File: src/rtl/tm_inference_sequencer.sv
// tm_inference_sequencer: steps a shared clause engine over class/clause/literal chunks and keeps saturated class sums.
// Define TM_SEQ_ARGMAX_EN to build the argmax stage (pred_class/pred_valid); otherwise both are tied 0.
module tm_inference_sequencer #(
    parameter int CLASSES       = 10,
    parameter int CLAUSE_CHUNKS = 63,
    parameter int LA_CHUNKS     = 49,
    parameter int INT_SIZE      = 32,
    localparam int CW = (CLASSES > 1) ? $clog2(CLASSES) : 1,
    localparam int KW = (CLAUSE_CHUNKS > 1) ? $clog2(CLAUSE_CHUNKS) : 1,
    localparam int LW = (LA_CHUNKS > 1) ? $clog2(LA_CHUNKS) : 1
) (
    input  logic                       clk,
    input  logic                       rst_flag,
    input  logic                       stop_flag,
    input  logic                       start,
    output logic                       busy,
    output logic                       done,
    output logic                       eng_req,
    input  logic                       eng_ack,
    output logic [CW-1:0]              eng_class,
    output logic [KW-1:0]              eng_clause_chunk,
    output logic [LW-1:0]              eng_la_chunk,
    input  logic signed [INT_SIZE-1:0] eng_vote,
    input  logic [CW-1:0]              sum_sel,
    output logic signed [INT_SIZE-1:0] sum_out,
    output logic [CW-1:0]              pred_class,
    output logic                       pred_valid
);
    typedef enum logic [2:0] {IDLE, ISSUE, WAIT, ARGMAX, DONE} state_t;
    state_t state_q, state_d;
    logic [CW-1:0] cls_q, cls_d;
    logic [KW-1:0] cc_q, cc_d;
    logic [LW-1:0] la_q, la_d;
    logic signed [INT_SIZE-1:0] sums_q [CLASSES];
    logic signed [INT_SIZE-1:0] sums_d [CLASSES];
    logic [INT_SIZE:0] acc_ext;
    logic signed [INT_SIZE-1:0] acc_sat;
    logic la_last, cc_last, cls_last, last_step;
`ifdef TM_SEQ_ARGMAX_EN
    logic signed [INT_SIZE-1:0] best_q, best_d;
    logic [CW-1:0] best_idx_q, best_idx_d, pred_class_q, pred_class_d;
    logic pred_valid_q, pred_valid_d;
`endif
    assign la_last   = la_q == LW'(LA_CHUNKS - 1);
    assign cc_last   = cc_q == KW'(CLAUSE_CHUNKS - 1);
    assign cls_last  = cls_q == CW'(CLASSES - 1);
    assign last_step = la_last && cc_last && cls_last;
    // one extra bit catches overflow; clamp to the signed range when the top two bits disagree
    assign acc_ext = {sums_q[cls_q][INT_SIZE-1], sums_q[cls_q]} + {eng_vote[INT_SIZE-1], eng_vote};
    assign acc_sat = (acc_ext[INT_SIZE] != acc_ext[INT_SIZE-1])
                   ? (acc_ext[INT_SIZE] ? {1'b1, {(INT_SIZE-1){1'b0}}} : {1'b0, {(INT_SIZE-1){1'b1}}})
                   : acc_ext[INT_SIZE-1:0];
    assign busy             = state_q == ISSUE || state_q == WAIT || state_q == ARGMAX;
    assign done             = state_q == DONE && !stop_flag;
    assign eng_req          = state_q == ISSUE || state_q == WAIT;
    assign eng_class        = cls_q;
    assign eng_clause_chunk = cc_q;
    assign eng_la_chunk     = la_q;
    assign sum_out          = (int'(sum_sel) < CLASSES) ? sums_q[sum_sel] : '0;
`ifdef TM_SEQ_ARGMAX_EN
    assign pred_class = pred_class_q;
    assign pred_valid = pred_valid_q;
`else
    assign pred_class = '0;
    assign pred_valid = 1'b0;
`endif
    always_comb begin
        state_d = state_q;
        cls_d   = cls_q;
        cc_d    = cc_q;
        la_d    = la_q;
        sums_d  = sums_q;
`ifdef TM_SEQ_ARGMAX_EN
        best_d       = best_q;
        best_idx_d   = best_idx_q;
        pred_class_d = pred_class_q;
        pred_valid_d = pred_valid_q;
`endif
        if (stop_flag && state_q != IDLE) begin
            state_d = IDLE;
        end else begin
            case (state_q)
                IDLE: if (start) begin
                    state_d = ISSUE;
                    cls_d   = '0;
                    cc_d    = '0;
                    la_d    = '0;
                    for (int c = 0; c < CLASSES; c++) sums_d[c] = '0;
`ifdef TM_SEQ_ARGMAX_EN
                    pred_valid_d = 1'b0;
`endif
                end
                ISSUE: state_d = WAIT;
                WAIT: if (eng_ack) begin
                    if (la_last) sums_d[cls_q] = acc_sat;
                    la_d  = la_last ? '0 : la_q + 1'b1;
                    cc_d  = !la_last ? cc_q : cc_last ? '0 : cc_q + 1'b1;
                    cls_d = !(la_last && cc_last) ? cls_q : cls_last ? '0 : cls_q + 1'b1;
`ifdef TM_SEQ_ARGMAX_EN
                    state_d = last_step ? ARGMAX : ISSUE;
`else
                    state_d = last_step ? DONE : ISSUE;
`endif
                end
`ifdef TM_SEQ_ARGMAX_EN
                ARGMAX: begin
                    // class index doubles as the scan pointer; strict > keeps the lowest index on ties
                    if (cls_q == '0 || sums_q[cls_q] > best_q) begin
                        best_d     = sums_q[cls_q];
                        best_idx_d = cls_q;
                    end
                    cls_d   = cls_last ? '0 : cls_q + 1'b1;
                    state_d = cls_last ? DONE : ARGMAX;
                end
`endif
                DONE: begin
                    state_d = IDLE;
`ifdef TM_SEQ_ARGMAX_EN
                    pred_valid_d = 1'b1;
                    pred_class_d = best_idx_q;
`endif
                end
                default: state_d = IDLE;
            endcase
        end
    end
    always_ff @(posedge clk or posedge rst_flag) begin
        if (rst_flag) begin
            state_q <= IDLE;
            cls_q   <= '0;
            cc_q    <= '0;
            la_q    <= '0;
            for (int c = 0; c < CLASSES; c++) sums_q[c] <= '0;
        end else begin
            state_q <= state_d;
            cls_q   <= cls_d;
            cc_q    <= cc_d;
            la_q    <= la_d;
            sums_q  <= sums_d;
        end
    end
`ifdef TM_SEQ_ARGMAX_EN
    always_ff @(posedge clk or posedge rst_flag) begin
        if (rst_flag) begin
            best_q       <= '0;
            best_idx_q   <= '0;
            pred_class_q <= '0;
            pred_valid_q <= 1'b0;
        end else begin
            best_q       <= best_d;
            best_idx_q   <= best_idx_d;
            pred_class_q <= pred_class_d;
            pred_valid_q <= pred_valid_d;
        end
    end
`endif
endmodule

File: config.mk
export PLATFORM = sky130hd
export DESIGN_NAME = tm_inference_sequencer
export DESIGN_NICKNAME = d
export VERILOG_FILES = /design/src/rtl/tm_inference_sequencer.sv
export SDC_FILE = /design/constraint.sdc
export NUM_CORES = 1
export LEC_CHECK = 0
export CAP_MARGIN = 10
export CORE_MARGIN = 1
export CORE_UTILIZATION = 35
export CTS_BUF_LIST = sky130_fd_sc_hd__clkbuf_8
export DETAILED_ROUTE_END_ITERATION = 8
export PLACE_DENSITY = 0.53
export SLEW_MARGIN = 20
export SYNTH_ARGS = -nofsm -noshare
export SYNTH_HDL_FRONTEND = slang
export SYNTH_SLANG_ARGS = --single-unit
File: constraint.sdc
create_clock -name clk -period 18.3 [get_ports clk]
set_clock_uncertainty 0.1 [all_clocks]
set_input_delay 1.83 -clock clk [delete_from_list [all_inputs] [get_ports clk]]
set_output_delay 1.83 -clock clk [all_outputs]
set_load 0.03 [all_outputs]
-- Word-level counts from Yosys, hierarchy flattened
Index checks and enable logic that the tools add are counted.
- output and inout port bits: 56
- bits in registers: 339
- logic and storage cells: 88
- reductions and logical operators: 15
- bitwise operators: 3
- mux-type cells: 34
- equal/unequal tests: 14
- add/subtract/negate cells: 4
- magnitude comparators: 4
- operators by type and width (operator ; number):
    $mux 320 ; 3
    $pmux 320 s2 ; 1
    $bwmux 320 ; 1
    $bmux 32 s4 ; 2
    $mux 32 ; 8
    $demux 32 s4 ; 1
    $mux 6 ; 6
    $add 32x32->33 ; 1
    $pmux 6 s2 ; 2
    $mux 4 ; 4
    $add 6x1->6 const B ; 2
    $eq 6x6->1 const B ; 2
    $mux 3 ; 4
    $ge 5x5->1 const B ; 2
    $not 4->5 ; 2
    $reduce_and 5->1 ; 2
    $pmux 3 s3 ; 1
    $ne 2x2->1 const B ; 4
    $pmux 4 s2 ; 1
    $eq 3x2->1 const B ; 2
    $logic_and 1x1->1 ; 5
    $lt 5x1->1 const B ; 1
    $add 4x1->4 const B ; 1
    $eq 4x4->1 const B ; 1
    14 further kinds ; 15

-- Longest topological paths before layout
- word-level depth: 11
- mapped depth: 18

-- Least setup slack after synthesis
No wires, ideal clock.
- path kind: input -> output
- start: in sum_sel[0]
- end: out sum_out[10]
- arrival time: 3613 ps
- cell stages on the path: 6
- required time: 16370 ps
- slack: 12757 ps
- cell sequence: clkbuf_1 -> clkbuf_1 -> clkbuf_1 -> mux2_2 -> a221oi_1 -> a21oi_1
- word-level cells in the longest chain between the ends: 5
- elaborated cells between the ends (all ways): 6
- classes of those cells: order compare: 1; mux: 4; bitwise: 1
- ends and longest elaborated chain (element ; RTL line ; source):
    start: declaration ; 24 ; input logic [CW-1:0] sum_sel,
    $not 4->5 (not written as such) ; 59 ; assign sum_out = (int'(sum_sel) < CLASSES) ? sums_q[sum_sel] : '0;
    $bmux 32 s4 ; 59 ;
    $mux 32 (not written as such) (2 in series) ; 59 ;
    $mux 32 (*) ; 59 ;
    end: declaration ; 25 ; output logic signed [INT_SIZE-1:0] sum_out,
Every way passes the cells marked *; elsewhere a longest branch is shown, timed or not. The select of a mux whose other input is x is not followed.

-- Worst setup path in the final report
- start: in sum_sel[0]
- end: out sum_out[29]
The elaborated chain is that of the path after synthesis.

==> run metrics <==
CTS tree built; Synth cell types 71; Worst EP arrival 4920 ps; WL final ~68,000 um; top cells by area, synth dfrtp_1, mux4_2, o21ai_0; wire per inst between 20 and 30 um; Synth Cell Area 0.0194 mm2; post-cts sizing count 0; Design Power between 1.5 and 2 mW; post-synthesis sequential area ratio 0.438; CTS Root Buffer Type clkbuf_8; prevailing post-synth register cell dfrtp_1; Post-CTS Setup Inserts 0; placed inst area 0.0209 mm2; critical-path cell list buf_6 -> buf_4 -> mux4_2 -> a221oi_1 -> a21oi_1 -> clkdlybuf4s50_1; initial antenna violation count 0; Layout fillers 5,357; fmax 146 MHz; area of the multi-input gates 0.0103 mm2; maximum vdd drop 54.8 uV; post-synth top area share 0.438; leading area contributor after synthesis dfrtp_1; layout cells sized above 1 0.178; Ports 97; clk slew on worst S/H paths 60 ps; post-route ant nets 0; first-pass GRT wire length about 100,000 um; vias per inst roughly 6; Core Region approximately 0.054 mm2; post-synthesis async set-or-reset flop share 1.00; Leakage Power around 9.4 nW; PD cells 87.4 mW/mm2; register area 0.00849 mm2; setup TNS 0 ps; Via Count 16,200; Setup violations, final 0; Critical Path Fanout Max 63; clk sinks around 340; Max Cap Viol 0; post-layout min period 6850 ps; CTS Hold Bufs 0; Design Area, Final 0.0223 mm2; Antenna Cells 0; Worst Hold Class reg2reg; status completed; Mapped Avg Cell Area 10.3 um2; relative slew slack 0.182; # DRC 0; Rows 85; Final Slew Violations 0; Clk Latency, worst-skew pair 700 ps; yosys warns 0; die height 237 um; grt ovf 0; EDFF count, synth 0; crit end category output port; drt initial violations 1,514; RePlAce Congestion ~0.91; Cells after Synth 1,884; fin crit share 0.374; slowest CP cell buf_4; Area growth, synth to finish 15.0%; Starting Density 0.357; vias in the first global route 16,200; largest net degree at the start of global routing 162; die span in x 237 um; Worst Path Required 16,370 ps; # port buffers 91; Slew @ Worst Pin about 1200 ps; Detailed Routing Iterations Pass 1 6; # nets final 2,010; CTS Buf Count 61; post-DP HPWL 40,500 um; CP Class in2out; CTS max path bufs 3; Seq cells post-synth around 340; RSZ-0062 raised after global routing false; die area 0.0563 mm2; final hold viol count 0; CP peak stage delay 690 ps; GR Util All Layers 0.246; startpoint class of the critical path input pin; Max H-tree Level 2
[sequential cells by signal, indices dropped and copies added (netlist names)]
signal and flops:
eng_class 4, eng_clause_chunk 6, eng_la_chunk 6, state_q 3, sums_q 320
[cell families after synthesis]
kind of cell	synth area share
adders and majority gates	0.0243
AOI/OAI and AO/OA	0.178
buffers and inverters	0.0364
xor gates and xnor gates	0.0131
other	0.000194
DFF	0.438
muxes	0.185
and+or+nand+nor	0.124
[critical path: cells and delay by family]
| kind | cells | cell delay (ps) |
|---|---|---|
| compound gates | 2 | 430 |
| buf+inv | 3 | 2010 |
| mux | 1 | 590 |
[area by class of cell]
cell class              count  share of cell area
inverters                  12             0.00236
repair buffers            127              0.0533
multi-input cells        1391               0.464
clock inverters            33              0.0111
flip-flops and latches    339               0.381
well taps                 696              0.0391
clock buffers              79              0.0488
[layer usage]
layer  vias to the layer above  GRT usage  part of all wire
li1                       7006          -                 -
met1                      8308      0.338              0.42
met2                       730      0.388              0.47
met3                       151     0.0370             0.074
met4                         0      0.102             0.037
met5                         -          0                 0
[worst paths after layout]
kind                            slack (ps)  depth (start not counted)         endpoint    startpoint
worst max register to register       11510                         16      sums_q[162]  eng_class[0]
max in group asynchronous            14970                          3      sums_q[143]      rst_flag
worst min register to register         400                          2      sums_q[102]   sums_q[102]
worst max-delay path                 11450                          6      sum_out[29]    sum_sel[0]
min in group asynchronous             1580                          2  eng_la_chunk[1]      rst_flag
worst min-delay path                   400                          2      sums_q[102]   sums_q[102]
[per-stage QoR]
step	std cells	util	setup slack, ps	hold WS [ps]
final	2677	0.410	11450	396
after global routing	2677	0.410	11160	423
after CTS	2677	0.410	11420	400
after detailed placement	2565	0.386	11400	385
after global placement	2565	0.386	11380	373
after floorplan	1888	-	6980	361
[power breakdown]
part           switching, mW  internal, mW  leakage, nW  total [mW]
clock                  0.342         0.441        0.757       0.783
combinational          0.281         0.112         3.94       0.392
sequential            0.0104         0.760         4.72       0.771
[placed cells by master (no fill, tap or decap), types with 10 or more instances in the layout]
master,count
ha_1,36
mux2_2,32
nand4_1,14
a21o_1,13
inv_1,28
mux2i_1,34
o21ai_4,10
nor2_1,34
nor2_4,24
o21ai_1,59
a221oi_1,33
clkbuf_8,79
o21ai_0,313
a22oi_1,33
dfrtp_1,337
a22o_1,11
xor2_1,13
buf_4,36
xnor2_1,16
a21oi_1,69
nand3_1,15
nand2_1,385
nor3_1,11
clkdlybuf4s50_1,88
mux4_2,128
[cell usage after synthesis (8+ instances only)]
cell type and instances:
nand2_1 386, dfrtp_1 339, o21ai_0 313, mux4_2 128, clkbuf_1 85, a21oi_1 69
o21ai_1 69, ha_1 36, nor2_1 36, buf_2 35, mux2i_1 34, a221oi_1 33
a22oi_1 33, mux2_2 32, nor2_4 22, xnor2_1 16, nand3_1 15, nand4_1 14
a21o_1 13, buf_1 13, xor2_1 13, nor3_1 12, a22o_1 11, inv_1 11
buf_4 9, nand2b_1 8
Power figures use the tool's default switching activity.
